$ cat config.mk
export PLATFORM = sky130hd
export DESIGN_NAME = sr04_echo_emulator
export DESIGN_NICKNAME = d
export VERILOG_FILES = /design/src/rtl/sr04_echo_emulator.sv
export SDC_FILE = /design/constraint.sdc
export NUM_CORES = 1
export LEC_CHECK = 0
export ABC_AREA = 1
export CAP_MARGIN = 10
export CORE_MARGIN = 2
export CORE_UTILIZATION = 65
export DETAILED_ROUTE_END_ITERATION = 8
export DONT_BUFFER_PORTS = 1
export GPL_TIMING_DRIVEN = 0
export MAX_ROUTING_LAYER = met4
export PLACE_DENSITY_LB_ADDON = 0.15
export RECOVER_POWER = 25
export SLEW_MARGIN = 20
export SYNTH_ARGS = -nofsm -noshare
export SYNTH_HDL_FRONTEND = slang
export SYNTH_SLANG_ARGS = --single-unit
$ cat constraint.sdc
create_clock -name clk -period 10.7 [get_ports clk]
set_input_delay 1.605 -clock clk [delete_from_list [all_inputs] [get_ports clk]]
set_output_delay 1.605 -clock clk [all_outputs]
set_load 0.01 [all_outputs]
$ cat src/rtl/sr04_echo_emulator.sv
// HC-SR04 responder: qualifies trigger, waits burst delay, drives echo.
// Define SR04_EMU_RANGE_CHECK_EN for timeout echo on out-of-range distance.
//
// Ports:
//   clk         system clock
//   reset       synchronous active-low reset
//   trigger     async trigger from controller (2-flop synchronized)
//   distance_cm emulated target distance in cm, latched on valid trigger
//   echo        registered echo pulse
//   busy        high outside IDLE and TRIG_HIGH
//   trig_short  one-clk pulse when a trigger is rejected as too short
module sr04_echo_emulator #(
    parameter int CLK_DIV     = 100,
    parameter int TRIG_MIN_US = 10,
    parameter int BURST_US    = 200,
    parameter int US_PER_CM   = 58,
    parameter int MAX_CM      = 400,
    parameter int TIMEOUT_US  = 38000,
    parameter int HOLDOFF_US  = 10000
) (
    input  logic       clk,
    input  logic       reset,
    input  logic       trigger,
    input  logic [8:0] distance_cm,
    output logic       echo,
    output logic       busy,
    output logic       trig_short
);

    localparam logic [15:0] DIV_LAST   = 16'(CLK_DIV - 1);
    localparam logic [15:0] TRIG_MIN   = 16'(TRIG_MIN_US);
    localparam logic [15:0] BURST_LAST = 16'(BURST_US - 1);
    localparam logic [15:0] HOLD_LAST  = 16'(HOLDOFF_US - 1);
    localparam logic [15:0] TRIG_SAT   = 16'd15;

    typedef enum logic [2:0] {
        IDLE,
        TRIG_HIGH,
        BURST,
        ECHO,
        HOLDOFF
    } state_t;

    state_t      state;
    logic        sync1;
    logic        trig_s;
    logic        trig_prev;
    logic [15:0] div;
    logic [15:0] us_cnt;
    logic [8:0]  latched_cm;
    logic [15:0] product;
    logic [15:0] echo_w;
    logic        skip_echo;
    logic        tick;
    logic        trig_rise;
    logic        trig_fall;

    assign tick      = (div == DIV_LAST);
    assign trig_rise = trig_s & ~trig_prev;
    assign trig_fall = ~trig_s & trig_prev;
    assign product   = 16'(latched_cm) * 16'(US_PER_CM);

`ifdef SR04_EMU_RANGE_CHECK_EN
    logic out_of_range;
    assign out_of_range = (latched_cm == 9'd0) ||
                          (16'(latched_cm) > 16'(MAX_CM));
    assign echo_w    = out_of_range ? 16'(TIMEOUT_US) : product;
    assign skip_echo = 1'b0;
`else
    assign echo_w    = product;
    // A zero-width echo is not emitted at all.
    assign skip_echo = (latched_cm == 9'd0);
    // Range limits are only consumed by the range-check build.
    if (MAX_CM < 0 || TIMEOUT_US < 0) begin : g_range_unused
    end
`endif

    always_ff @(posedge clk) begin
        if (!reset) begin
            state      <= IDLE;
            sync1      <= 1'b0;
            trig_s     <= 1'b0;
            trig_prev  <= 1'b0;
            div        <= '0;
            us_cnt     <= '0;
            latched_cm <= '0;
            echo       <= 1'b0;
            busy       <= 1'b0;
            trig_short <= 1'b0;
        end else begin
            sync1      <= trigger;
            trig_s     <= sync1;
            trig_prev  <= trig_s;
            trig_short <= 1'b0;
            // Free-running divider; every state change restarts it.
            div <= tick ? '0 : div + 16'd1;

            unique case (state)
                IDLE: begin
                    if (trig_rise) begin
                        state  <= TRIG_HIGH;
                        div    <= '0;
                        us_cnt <= '0;
                    end
                end
                TRIG_HIGH: begin
                    if (trig_fall) begin
                        div    <= '0;
                        us_cnt <= '0;
                        if (us_cnt >= TRIG_MIN) begin
                            latched_cm <= distance_cm;
                            state      <= BURST;
                            busy       <= 1'b1;
                        end else begin
                            trig_short <= 1'b1;
                            state      <= IDLE;
                        end
                    end else if (tick && us_cnt != TRIG_SAT) begin
                        us_cnt <= us_cnt + 16'd1;
                    end
                end
                BURST: begin
                    if (tick) begin
                        if (us_cnt == BURST_LAST) begin
                            div    <= '0;
                            us_cnt <= '0;
                            if (skip_echo) begin
                                state <= HOLDOFF;
                            end else begin
                                state <= ECHO;
                                echo  <= 1'b1;
                            end
                        end else begin
                            us_cnt <= us_cnt + 16'd1;
                        end
                    end
                end
                ECHO: begin
                    if (tick) begin
                        if (us_cnt == echo_w - 16'd1) begin
                            div    <= '0;
                            us_cnt <= '0;
                            state  <= HOLDOFF;
                            echo   <= 1'b0;
                        end else begin
                            us_cnt <= us_cnt + 16'd1;
                        end
                    end
                end
                HOLDOFF: begin
                    if (tick) begin
                        if (us_cnt == HOLD_LAST) begin
                            div    <= '0;
                            us_cnt <= '0;
                            state  <= IDLE;
                            busy   <= 1'b0;
                        end else begin
                            us_cnt <= us_cnt + 16'd1;
                        end
                    end
                end
                default: begin
                    state <= IDLE;
                    echo  <= 1'b0;
                    busy  <= 1'b0;
                end
            endcase
        end
    end

endmodule

# Yosys cells after proc, flatten, opt, wreduce, memory -nomap -nowiden
# Index checks and enable logic that the tools add are counted.
[word_totals]
ff_bits = 50
latchBits = 0
ramBits = 0
romBits = 0
in_bits = 12
output_inout_bits = 3
elab_cells = 96
mem_count = 0
[classes]
add_sub_neg = 3
n_mul = 1
n_div = 0
n_lt_le_gt_ge = 1
n_eq_ne = 20
n_shift = 0
n_mux = 43
n_bitwise = 6
n_reduce_logical = 12
[ops]
columns = ["operator", "n"]
rows = [
  ["16-bit 2-to-1 mux", 18],
  ["16-bit one-hot mux with 5 select lines", 2],
  ["16-bit by 1-bit adder with 16-bit output (second input constant)", 2],
  ["3-bit 2-to-1 mux", 9],
  ["2-bit != test (second input constant)", 10],
  ["16-bit by 14-bit equality test with 1-bit output (second input constant)", 1],
  ["16-bit equality test", 1],
  ["16-bit by 7-bit equality test with 1-bit output (second input constant)", 1],
  ["16-bit by 8-bit equality test with 1-bit output (second input constant)", 1],
  ["16-bit by 4-bit >= comparator with 1-bit output (second input constant)", 1],
  ["16-bit by 4-bit != test with 1-bit output (second input constant)", 1],
  ["15-bit by 1-bit subtractor with 16-bit output (second input constant)", 1],
  ["3-bit one-hot mux with 5 select lines", 1],
  ["9-bit by 5-bit multiplier with 14-bit output (second input constant)", 1],
  ["6-bit AND reduction", 2],
  ["1-bit 2-to-1 mux", 10],
  ["9-bit zero test", 1],
  ["8-bit AND reduction", 1],
  ["3-bit by 2-bit equality test with 1-bit output (second input constant)", 2],
  ["1-bit one-hot mux with 3 select lines", 2],
  ["3-bit AND reduction", 2],
  ["3-bit OR reduction", 2],
  ["5-bit AND reduction", 1],
  ["5-bit nonzero test", 1],
  ["8 further kinds", 12],
]

# Logic depth before layout (Yosys ltp)
[depth]
depth_word = 6
depth_mapped = 26

# Least setup slack after synthesis
# No wires, ideal clock.
[synth_path]
path_kind = "flip-flop to flip-flop"
startpoint = "register latched_cm[2]"
endpoint = "register us_cnt[6]"
setup_time_ns = 0.119
arrival_time_ns = 3.702
required_ns = 10.581
setup_slack_ns = 6.879
stages_incl_launch_ff = 24
path_buffers = 1
synth_period_minus_slack_ns = 3.821
cell_sequence = "dfxtp_1 -> inv_1 -> fa_1 -> inv_1 -> ha_1 -> fa_1 -> ha_1 -> a21oi_1 -> nand3_1 -> nand2_2 -> nand2_1 -> nor2_2 -> nand3_1 -> nor2_2 -> nand2_1 -> nand2_1 -> nand2_1 -> nor2_1 -> nand3_2 -> nand2_4 -> nand2_4 -> buf_12 -> nand2_2 -> a21oi_2"
[synth_between]
elab_chain_len = 6
[synth_rtl]
columns = ["item", "line", "rtl"]
rows = [
  ["from (decl)", "50", "logic [8:0] latched_cm;"],
  ["from (signal assigned)", "111", "latched_cm <= distance_cm;"],
  ["9-bit by 5-bit multiplier with 14-bit output", "61", "assign product = 16'(latched_cm) * 16'(US_PER_CM);"],
  ["15-bit by 1-bit subtractor with 16-bit output", "140", "if (us_cnt == echo_w - 16'd1) begin"],
  ["16-bit equality test", "140", ""],
  ["16-bit 2-to-1 mux", "140", ""],
  ["16-bit 2-to-1 mux", "139", "if (tick) begin"],
  ["16-bit one-hot mux with 5 select lines", "98", "unique case (state)"],
  ["to (signal assigned)", "134", "us_cnt <= us_cnt + 16'd1;"],
  ["to (signal assigned)", "146", "us_cnt <= us_cnt + 16'd1;"],
  ["to (signal assigned)", "158", "us_cnt <= us_cnt + 16'd1;"],
  ["to (decl)", "49", "logic [15:0] us_cnt;"],
]
# No other way between the ends. The select of a mux whose other input is x is not followed.
# A chain may end at the register's enable or synchronous reset.

# Worst setup path in the final report
[layout_path]
startpoint = "register latched_cm[6]"
endpoint = "register us_cnt[6]"
# The elaborated chain is that of the path after synthesis.

==> qor.csv <==
metric;value;unit
outcome;completed;
p_comb_frac;0.400;
ant_nets;0;
cts_tree;yes;
slew_viol_final;0;
swShare;0.420;
syn_inst;697;
antenna_found_initial;0;
synth.area.top_cells;dfxtp_1 21%, nand2_1 13%, ha_1 9.7%, inv_1 8.8%, nand3_1 6.2%;
port_buffers;0;
p_seq_frac;0.377;
synth-seq-cells;50;
n_antenna_cell;0;
dr.pass1.iters;5;
vias_per_cell;5.23;
fin_util;0.710;
p_sw;232;µW
insertion_delay;0.32;ns
core-area;6870;µm²
clkPwrFrac;0.224;
ys.flop_type;dfxtp_1;
track_usage;0.273;
ir_worst_vdd;0.0000977;V
cts_setup_buffers;0;
worst_slew_pin_slew;0.650;ns
die_w;88.7;µm
post_cts_resize_count;0;
netlist_area;4670;µm²
mostFrequentLayoutCell;nand2_1;
finalSetupViolCount;0;
htreeDepth;2;
crit_path_frequent_cell;nand2_1;
overflow;0;
synth_top_area_frac;0.214;
postCtsHoldBufs;0;
rows;30;
skew;0.00817;ns
routedWlPerCell;12.2;µm
ys_warn_count;0;
yosysSeqAreaShare;0.214;
hold_violations;0;
initial_core_util;0.679;
multi_input_area;3100;µm²
period_needed;4.19;ns
clk_path_buf_depth;2;
arrival;4.41;ns
critPathCaptureType;flop;
first_iter_violations;189;
worstPathRequired;10.92;ns
dieArea;7870;µm²
place_inst;793;
fin_setup_tns;0;ns
io_pins;15;
p_leak;2.40;nW
synth.distinct_cells;43;
cts_made_buffers;5;
dp_hpwl;7990;µm
crit_path_cell_trace;inv_1 > fa_1 > inv_1 > ha_1 > fa_1 > ha_1 > nand2_1 > inv_1 > a21oi_1 > nand3_1 > nand2_2 > nand2_2 > nor2_4 > nand2_1 > nand2_1 > nand2_1 > nor2_2 > nand3_2 > nand2_4 > nand2_4 > buf_12 > nand2_2 > a21oi_2;
drcViolationCount;0;
path_clk_slew;0.11;ns
cp_max_fo;10;
register_area;1000;µm²
internal-power;320;µW
min-delay-path-class;flop to flop;
synth_edf_count;0;
totalWireLength;9770;µm
grt_max_degree;19;
crit_path_top_delay_cell;fa_1;
slew_headroom;0.562;
die_height;88.7;µm
final_cell_mix;165 x nand2_1, 110 x inv_1, 68 x nor2_1;
cts_root_buf;clkbuf_8;
grt_pass1_vias;3927;
finalNonFillerCells;801;
synth-async-reset-ratio;0;
slowest_delay;0.50;ns
max_freq;0.239;GHz
nNetsFinal;765;
syn_to_final_growth;4.48;%
drive_gt1_frac;0.123;
fin_crit_sh;0.392;
rsz0062_at_grt;no;
critPathKind;flop to flop;
startpoint_type;flop;
vias;4190;
grt_pass1_wl;16700;µm
gp_routability_congestion;0.902;
synth_area_leader_cell;dfxtp_1;
fillers;603;
cts.sinks;50;
drv_cap;0;
syn_avg_cell_area;6.70;µm²
syn_nets;758;
p_per_area;113;nW/µm²
## through the flow
step | hold WS (ns) | setup WS (ns) | power (mW) | instance area [µm²]
finish | 0.421 | 6.51 | 0.552 | 4880
global route | 0.445 | 6.13 | 0.586 | 4880
CTS | 0.424 | 6.49 | 0.554 | 4880
detailed placement | 0.399 | 6.50 | 0.431 | 4790
global placement | 0.393 | 6.55 | 0.428 | 4790
floorplan | 0.390 | 6.88 | 0.388 | 4670
## cell families (layout without fill, tap and decap cells)
logic type      after synthesis  count (layout)  share of synthesized area
simple gates                386             386                      0.409
buf+inv                     132             140                      0.120
compound gates               75              75                     0.0952
flops                        50              50                      0.214
fa+ha+maj                    49              49                      0.152
xor+xnor                      5               5                    0.00938
## Yosys cell counts, drive strengths merged (5+ instances only)
library cell,count
xor2,5
nor2,82
nor4,7
a21oi,44
nand2,191
fa,13
nor3,19
buf,5
nor3b,6
nand3,66
dfxtp,50
ha,36
clkbuf,6
inv,118
o21ai,20
nand4,13
## state kept, by name (all words and copies together), names as in the netlist
name,count
echo,1
trig_prev,1
state,3
us_cnt,16
trig_short,1
sync1,1
trig_s,1
div,16
latched_cm,9
busy,1
## power groups by stage
stage | clock network (mW) | logic, mW | registers, mW
after floorplan | 0 | 0.179 | 0.209
after CTS | 0.126 | 0.220 | 0.208
after detailed placement | 0 | 0.219 | 0.212
after global placement | 0 | 0.217 | 0.212
after global routing | 0.132 | 0.244 | 0.210
final | 0.123 | 0.221 | 0.208
## worst paths after layout
kind                                     from   endpoint  slack, ns  cells past startpoint
worst max-delay path            latched_cm[6]  us_cnt[6]       6.51                     23
worst min-delay path                    sync1     trig_s       0.42                      2
worst max register to register  latched_cm[6]  us_cnt[6]       6.51                     23
worst min register to register          sync1     trig_s       0.42                      2
## per-layer routing
layer | global-route usage | vias to the layer above | share of wire
li1 | - | 2245 | -
met1 | 0.331 | 1886 | 0.46
met2 | 0.474 | 47 | 0.50
met3 | 0.0326 | 12 | 0.026
met4 | 0.0813 | 0 | 0.015
met5 | - | - | 0
## worst max-delay path: cells and delay by family, from the launching register on
kind                     cells  cell delay (ns)
AND/OR/NAND/NOR             13             1.31
flip-flops                   1             0.48
adder cells (fa/ha/maj)      4             1.64
AO/OA/AOI/OAI                2             0.22
buffers and inverters        4             0.42
## cell type report
cell class	count	area share
multi-input combinational	515	0.636
sequential	50	0.205
tap	96	0.0246
inverter	121	0.0937
buffer	11	0.0205
clock buffer	5	0.0141
clock inverter	3	0.00590
(Power assumes the default switching activity.)
